<file path="config.mk">
export PLATFORM = sky130hd
export DESIGN_NAME = muldiv_seq_unit
export DESIGN_NICKNAME = d
export VERILOG_FILES = /design/src/rtl/cpu_pkg.sv /design/src/rtl/muldiv_iter_core.sv /design/src/rtl/muldiv_seq_unit.sv
export SDC_FILE = /design/constraint.sdc
export NUM_CORES = 1
export LEC_CHECK = 0
export CORE_MARGIN = 2
export CORE_UTILIZATION = 35
export DETAILED_ROUTE_END_ITERATION = 8
export MAX_ROUTING_LAYER = met4
export SETUP_SLACK_MARGIN = 0.05
export SYNTH_ARGS = -nofsm -noshare
export SYNTH_HDL_FRONTEND = slang
export SYNTH_HIERARCHICAL = 1
export SYNTH_SLANG_ARGS = --single-unit
</file>
<file path="constraint.sdc">
create_clock -name clock -period 11.9 [get_ports clock]
set_input_delay 2.38 -clock clock [delete_from_list [all_inputs] [get_ports clock]]
set_output_delay 2.38 -clock clock [all_outputs]
set_load 0.01 [all_outputs]
</file>
<file path="src/rtl/cpu_pkg.sv">
// Shared CPU definitions.
//   - ALU operation codes (ALU control field encoding), used by the ALU and by
//     the iterative multiply/divide unit.
//   - State encoding of the multiply/divide sequencer.
package cpu_pkg;

   // ALU operation codes
   localparam logic [4:0] OP_LD   = 5'b00000;
   localparam logic [4:0] OP_LDI  = 5'b00001;
   localparam logic [4:0] OP_ST   = 5'b00010;
   localparam logic [4:0] OP_ADD  = 5'b00011;
   localparam logic [4:0] OP_SUB  = 5'b00100;
   localparam logic [4:0] OP_AND  = 5'b00101;
   localparam logic [4:0] OP_OR   = 5'b00110;
   localparam logic [4:0] OP_ROR  = 5'b00111;
   localparam logic [4:0] OP_ROL  = 5'b01000;
   localparam logic [4:0] OP_SHR  = 5'b01001;
   localparam logic [4:0] OP_SHRA = 5'b01010;
   localparam logic [4:0] OP_SHL  = 5'b01011;
   localparam logic [4:0] OP_ADDI = 5'b01100;
   localparam logic [4:0] OP_ANDI = 5'b01101;
   localparam logic [4:0] OP_ORI  = 5'b01110;
   localparam logic [4:0] OP_MUL  = 5'b01111;
   localparam logic [4:0] OP_DIV  = 5'b10000;
   localparam logic [4:0] OP_NEG  = 5'b10001;
   localparam logic [4:0] OP_NOT  = 5'b10010;

   // Multiply/divide sequencer states
   typedef enum logic [1:0] {
      ST_IDLE = 2'd0,
      ST_RUN  = 2'd1,
      ST_FIX  = 2'd2,
      ST_DONE = 2'd3
   } md_state_e;

endpackage : cpu_pkg

</file>
<file path="src/rtl/muldiv_iter_core.sv">
// One iteration of the multiply/divide datapath (combinational only).
// The accumulator is {hi[WIDTH:0], lo[WIDTH-1:0]}.
//   Multiply (radix-2 Booth): hi = partial product, lo = remaining multiplier
//     bits, booth = the previously shifted-out multiplier bit. hi carries one
//     guard bit so that adding/subtracting the most negative multiplicand
//     cannot overflow.
//   Divide (restoring): hi = partial remainder, lo = dividend bits shifting
//     out while quotient bits shift in.
// Ports:
//   is_mul_i : 1 = Booth step, 0 = restoring-divide step
//   acc_i    : current accumulator (2*WIDTH+1 bits)
//   booth_i  : Booth appended bit q[-1]
//   m_i      : multiplicand (signed) or divisor magnitude (unsigned)
//   acc_o    : accumulator after this iteration
//   booth_o  : Booth appended bit after this iteration
module muldiv_iter_core
   import cpu_pkg::*;
#(
   parameter int WIDTH = 32
) (
   input  logic               is_mul_i,
   input  logic [2*WIDTH:0]   acc_i,
   input  logic               booth_i,
   input  logic [WIDTH-1:0]   m_i,
   output logic [2*WIDTH:0]   acc_o,
   output logic               booth_o
);

   logic [WIDTH:0] hi;
   logic [WIDTH:0] sum;
   logic [WIDTH:0] rem_sh;
   logic [WIDTH:0] trial;

   assign hi = acc_i[2*WIDTH:WIDTH];

   // Remainder shifted left with the next dividend bit brought in, and the
   // trial subtraction of the (zero-extended) divisor magnitude.
   assign rem_sh = acc_i[2*WIDTH-1:WIDTH-1];
   assign trial  = rem_sh - {1'b0, m_i};

   // NOTE: every output of an always_comb block gets a default first, so no
   // path through the case leaves it unassigned and no latch is inferred.
   always_comb begin
      sum     = hi;
      acc_o   = acc_i;
      booth_o = booth_i;
      if (is_mul_i) begin
         unique case ({acc_i[0], booth_i})
            2'b01:   sum = hi + {m_i[WIDTH-1], m_i};
            2'b10:   sum = hi - {m_i[WIDTH-1], m_i};
            default: sum = hi;
         endcase
         // Arithmetic right shift of {sum, lo}; the dropped bit becomes q[-1].
         acc_o   = {sum[WIDTH], sum, acc_i[WIDTH-1:1]};
         booth_o = acc_i[0];
      end else begin
         // Non-negative trial means the divisor fits: keep it, quotient bit 1.
         if (!trial[WIDTH]) begin
            acc_o = {trial, acc_i[WIDTH-2:0], 1'b1};
         end else begin
            acc_o = {acc_i[2*WIDTH-1:0], 1'b0};
         end
         booth_o = 1'b0;
      end
   end

endmodule : muldiv_iter_core

</file>
<file path="src/rtl/muldiv_seq_unit.sv">
// Iterative signed multiply/divide unit for the Z register pair.
// Fixed latency: start accepted at edge t, done high in the cycle after edge
// t+WIDTH+1, regardless of operands.
// Ports:
//   clock    : rising-edge clock
//   clear    : asynchronous active-low reset
//   start    : request, sampled only while idle
//   alu_op   : OP_MUL or OP_DIV; any other code is ignored
//   a_in     : Y operand (multiplicand / dividend)
//   b_in     : bus operand (multiplier / divisor)
//   z_out    : MUL {prod_hi, prod_lo}; DIV {remainder, quotient}
//   busy     : operation in progress
//   done     : one-cycle pulse, z_out valid
//   div_zero : divide with zero divisor (qualified by done)
module muldiv_seq_unit
   import cpu_pkg::*;
#(
   parameter int WIDTH = 32
) (
   input  logic                 clock,
   input  logic                 clear,
   input  logic                 start,
   input  logic [4:0]           alu_op,
   input  logic [WIDTH-1:0]     a_in,
   input  logic [WIDTH-1:0]     b_in,
   output logic [2*WIDTH-1:0]   z_out,
   output logic                 busy,
   output logic                 done,
   output logic                 div_zero
);

   localparam int CNT_W = $clog2(WIDTH);
   localparam logic [CNT_W-1:0] CNT_LAST = CNT_W'(WIDTH - 1);

   md_state_e             state_q, state_d;
   logic [CNT_W-1:0]      cnt_q, cnt_d;
   logic [2*WIDTH:0]      acc_q, acc_d;
   logic                  booth_q, booth_d;
   logic [WIDTH-1:0]      m_q, m_d;
   logic [WIDTH-1:0]      a_q, a_d;
   logic                  is_mul_q, is_mul_d;
   logic                  sign_a_q, sign_a_d;
   logic                  sign_b_q, sign_b_d;
   logic                  b_zero_q, b_zero_d;
   logic [2*WIDTH-1:0]    z_q, z_d;
   logic                  busy_q, busy_d;
   logic                  done_q, done_d;
   logic                  div_zero_q, div_zero_d;

   logic [2*WIDTH:0]      acc_step;
   logic                  booth_step;
   logic [WIDTH-1:0]      quo_mag;
   logic [WIDTH-1:0]      rem_mag;

   function automatic logic [WIDTH-1:0] magnitude(input logic [WIDTH-1:0] v);
      // The most negative value maps to itself, which is its correct
      // unsigned magnitude.
      return v[WIDTH-1] ? (~v + 1'b1) : v;
   endfunction

   muldiv_iter_core #(
      .WIDTH (WIDTH)
   ) u_core (
      .is_mul_i (is_mul_q),
      .acc_i    (acc_q),
      .booth_i  (booth_q),
      .m_i      (m_q),
      .acc_o    (acc_step),
      .booth_o  (booth_step)
   );

   assign quo_mag = acc_q[WIDTH-1:0];
   assign rem_mag = acc_q[2*WIDTH-1:WIDTH];

   always_comb begin
      state_d    = state_q;
      cnt_d      = cnt_q;
      acc_d      = acc_q;
      booth_d    = booth_q;
      m_d        = m_q;
      a_d        = a_q;
      is_mul_d   = is_mul_q;
      sign_a_d   = sign_a_q;
      sign_b_d   = sign_b_q;
      b_zero_d   = b_zero_q;
      z_d        = z_q;
      busy_d     = busy_q;
      done_d     = 1'b0;
      div_zero_d = div_zero_q;

      unique case (state_q)
         ST_IDLE: begin
            if (start && (alu_op == OP_MUL || alu_op == OP_DIV)) begin
               is_mul_d = (alu_op == OP_MUL);
               a_d      = a_in;
               sign_a_d = a_in[WIDTH-1];
               sign_b_d = b_in[WIDTH-1];
               b_zero_d = (b_in == '0);
               booth_d  = 1'b0;
               cnt_d    = CNT_LAST;
               busy_d   = 1'b1;
               state_d  = ST_RUN;
               if (alu_op == OP_MUL) begin
                  m_d   = a_in;
                  acc_d = {{(WIDTH+1){1'b0}}, b_in};
               end else begin
                  m_d   = magnitude(b_in);
                  acc_d = {{(WIDTH+1){1'b0}}, magnitude(a_in)};
               end
            end
         end

         ST_RUN: begin
            acc_d   = acc_step;
            booth_d = booth_step;
            if (cnt_q == '0) begin
               state_d = ST_FIX;
            end else begin
               cnt_d = cnt_q - 1'b1;
            end
         end

         ST_FIX: begin
            if (is_mul_q) begin
               z_d        = acc_q[2*WIDTH-1:0];
               div_zero_d = 1'b0;
            end else if (b_zero_q) begin
               z_d        = {a_q, {WIDTH{1'b1}}};
               div_zero_d = 1'b1;
            end else begin
               // Truncating division: remainder follows the dividend's sign.
               z_d[2*WIDTH-1:WIDTH] = sign_a_q ? (~rem_mag + 1'b1) : rem_mag;
               z_d[WIDTH-1:0]       = (sign_a_q ^ sign_b_q) ? (~quo_mag + 1'b1) : quo_mag;
               div_zero_d           = 1'b0;
            end
            done_d  = 1'b1;
            state_d = ST_DONE;
         end

         ST_DONE: begin
            busy_d  = 1'b0;
            state_d = ST_IDLE;
         end

         default: state_d = ST_IDLE;
      endcase
   end

   always_ff @(posedge clock or negedge clear) begin
      if (!clear) begin
         state_q <= ST_IDLE;
      end else begin
         state_q <= state_d;
      end
   end

   // NOTE: sequential state uses non-blocking assignments so every register
   // samples the pre-edge values, independent of statement order.
   always_ff @(posedge clock or negedge clear) begin
      if (!clear) begin
         cnt_q      <= '0;
         acc_q      <= '0;
         booth_q    <= 1'b0;
         m_q        <= '0;
         a_q        <= '0;
         is_mul_q   <= 1'b0;
         sign_a_q   <= 1'b0;
         sign_b_q   <= 1'b0;
         b_zero_q   <= 1'b0;
         z_q        <= '0;
         busy_q     <= 1'b0;
         done_q     <= 1'b0;
         div_zero_q <= 1'b0;
      end else begin
         cnt_q      <= cnt_d;
         acc_q      <= acc_d;
         booth_q    <= booth_d;
         m_q        <= m_d;
         a_q        <= a_d;
         is_mul_q   <= is_mul_d;
         sign_a_q   <= sign_a_d;
         sign_b_q   <= sign_b_d;
         b_zero_q   <= b_zero_d;
         z_q        <= z_d;
         busy_q     <= busy_d;
         done_q     <= done_d;
         div_zero_q <= div_zero_d;
      end
   end

   assign z_out    = z_q;
   assign busy     = busy_q;
   assign done     = done_q;
   assign div_zero = div_zero_q;

endmodule : muldiv_seq_unit

</file>
==> results_dict.tcl <==
set metrics [dict create \
    wl_um 75200 \
    netlist_instances 2236 \
    dp.cells 2936 \
    yosysSeqAreaShare_pct 29.0 \
    cts_resized 0 \
    tightest_slew_ns 1.25 \
    num_rows 82 \
    nNetsFinal 2444 \
    place_ws_ns 6.47 \
    async_flop_share_pct 100 \
    dr.pass1.iters 6 \
    setup.worst_path.start_class "register" \
    grt_pass1_vias 18192 \
    rsz0062_at_grt "false" \
    report.final.hold_viol_count 0 \
    finalNonFillerCells 2988 \
    cts_tree "yes" \
    root_buffer "clkbuf_16" \
    grt.overflow.total 0 \
    cp-end-kind "register" \
    synth-edff-count 0 \
    fin_util_pct 41.4 \
    layout_setup_ws_ns 6.68 \
    endpoint "acc_q[62]" \
    grt_start_max_net_pins 95 \
    maxCapViolations 0 \
    yosys_warnings 6 \
    regToRegEndpoint "acc_q[62]" \
    vias_per_cell 6.23 \
    syn_area_um2 17900 \
    dp_hpwl_um 56300 \
    leakagePower_uw 0.00856 \
    drtAntennaViolNets 0 \
    critPathKind "reg -> reg" \
    worstPathRequired_ns 12.41 \
    clockBufferDepth 3 \
    fin_setup_tns_ns 0 \
    peakVddDrop_mv 0.144 \
    cts_made_buffers 27 \
    clk_latency_ns 0.59 \
    mostFrequentLayoutCell "nand2_1" \
    grt_pass1_wl_um 115000 \
    regToRegSetupSlack_ns 6.68 \
    drc 0 \
    crit_path_top_delay_cell "ha_1" \
    fin_skew_ns 0.0252 \
    hp-class "reg -> reg" \
    setup_viol 0 \
    max_slew_margin_pct 16.8 \
    cp_max_fo 21 \
    r2r_start "acc_q[38]" \
    min_period_over_period_pct 43.9 \
    synth.distinct_cells 95 \
    wl_per_cell_um 25.2 \
    synth-main-ff-cell "dfrtp_1" \
    cts.sinks 207 \
    dr.first_iter.drc_count 1698 \
    fin_crit_ns 5.22 \
    antenna_found_initial 3 \
    dr_total_vias 18624 \
    avgSynthCellArea_um2 7.99 \
    synth_seq_cells 207 \
    ys_top_cells_by_area "dfrtp_1 29%, ha_1 5.4%, a21oi_1 5.3%, nand2_1 5.0%, xnor2_1 4.5%" \
    die_area_um2 52900 \
    setup.worst_path.start "acc_q[38]" \
    port_buffers 138 \
    cts_max_level 1 \
    crit_top_cell "o21ai_1" \
    holdBufCountCts 0 \
    status "complete, no violations" \
    core_area_um2 50300 \
    synth_top_area_cell "dfrtp_1" \
    drive_gt1_share_pct 7.65 \
    io_pins 139 \
    hold_ws_ns 0.479 \
    die_height_um 230 \
    cts.clk_slew.worst_paths_ns 0.06 \
    critPathMaxStageDelay_ns 0.62 \
    slew_violations 0 \
    power_density_nw_per_um2 383 \
    rr_worst_depth 18 \
    crit_arrival_ns 5.72 \
    syn_nets 2387 \
    layout_common_cells "238 x nand2_1, 206 x dfrtp_1, 195 x nor2_1" \
    post_cts_buffers 0 \
    max_freq_mhz 192 \
    critical_path.cell_chain "ha_1, a2111oi_0, nor3_1, o21ai_1, o21a_1, o31a_1, o21ai_2, o21ai_1, o21ai_1, a21o_1, ha_1, buf_4, nand2b_1, a211oi_1, nand2_1, or3_1, a32oi_1, a22o_1" \
    synth_top_area_share_pct 29.0 \
    gr-usage-all-layers_pct 28.8 \
    start_util_pct 35.6 \
    syn_to_final_growth_pct 16.5 \
    gp_congestion 0.972 \
    die_x_um 230 \
]
worst max-delay path: cells and delay by family (launching register included):
family                   cells  cell delay [ns]
adder cells (fa/ha/maj)      2             1.04
buffers and inverters        1             0.34
AND/OR/NAND/NOR              4             0.74
AO/OA/AOI/OAI               11             2.48
flip-flops                   1             0.50
state kept, by name, indices dropped and copies added, names as in the netlist, 2 cells and up:
signal   count
a_q         32
acc_q       65
state_q      2
cnt_q        5
z_out       64
m_q         32
how the worst min path moves through the flow:
stage | start | endpoint | slack, ns | cells past startpoint
2_1_floorplan | a_q[13] | a_q[13] | 0.44 | 2
3_3_place_gp | a_q[28] | a_q[28] | 0.47 | 2
3_5_place_dp | a_q[3] | a_q[3] | 0.47 | 2
4_1_cts | a_q[3] | a_q[3] | 0.48 | 2
5_1_grt | a_q[28] | a_q[28] | 0.50 | 2
6_report | a_q[28] | a_q[28] | 0.48 | 2
area by class of cell:
| type | count | area, µm² |
|---|---|---|
| antenna | 2 | 5.00 |
| clock buffer | 32 | 744 |
| clock inverter | 18 | 239 |
| fill | 5191 | 29400 |
| inverter | 85 | 319 |
| multi-input combinational | 1803 | 11900 |
| sequential | 207 | 5180 |
| tap | 672 | 841 |
| timing repair buffer | 169 | 1620 |
stage by stage:
stage | power, µW | cell area, µm²
floorplan | 5230 | 17900
global placement | 6950 | 19800
detailed placement | 6960 | 19800
CTS | 7900 | 20800
global route | 8570 | 20800
finish | 7980 | 20800
power by group:
| part | total [µW] | internal (µW) | switching [µW] | leakage, µW |
|---|---|---|---|---|
| registers | 1550 | 1020 | 530 | 0.00253 |
| clock network | 904 | 540 | 364 | 0.000477 |
| logic | 5520 | 2230 | 3290 | 0.00555 |
| total | 7980 | 3790 | 4190 | 0.00856 |
synth_stat cells, drive strengths merged (6+ instances only):
cell type,count
a22o,36
a31oi,49
dfrtp,207
o31ai,26
o21a,13
o22ai,21
o21bai,13
xnor2,92
a311oi,6
o41ai,33
a211o,10
a22oi,17
a21oi,190
nand3,24
nor2b,23
a211oi,28
ha,77
o21ai,152
nor3,54
nor4,30
mux2i,42
mux2,42
o211ai,17
and2,12
nand2b,18
and3,36
inv,81
or2,10
nand4,18
a41oi,14
a21o,31
nand2,239
or3,37
o31a,10
clkbuf,129
buf,12
xor2,69
nor2,198
o221ai,6
nor4b,8
or4,19
a221oi,18
kinds of logic (layout without fill, tap and decap cells):
family	Yosys count	after routing	share of synthesized area, %
XOR/XNOR	161	161	7.89
multiplexers	84	84	5.00
buffers and inverters	226	304	4.78
AND/OR/NAND/NOR	746	746	20.4
AO/OA/AOI/OAI	733	733	27.3
adder cells (fa/ha/maj)	79	79	5.61
other	0	2	0
flip-flops	207	207	29.0
per-layer routing:
layer / global-route usage [%] / up-vias / routed length (µm)
met1: 38.7 / 9172 / 33200
met3: 3.57 / 194 / 5150
met2: 44.2 / 865 / 33500
li1: - / 8393 / -
met4: 10.8 / 0 / 3320
met5: - / - / 0
No activity file was read; power rests on OpenSTA's default activity.
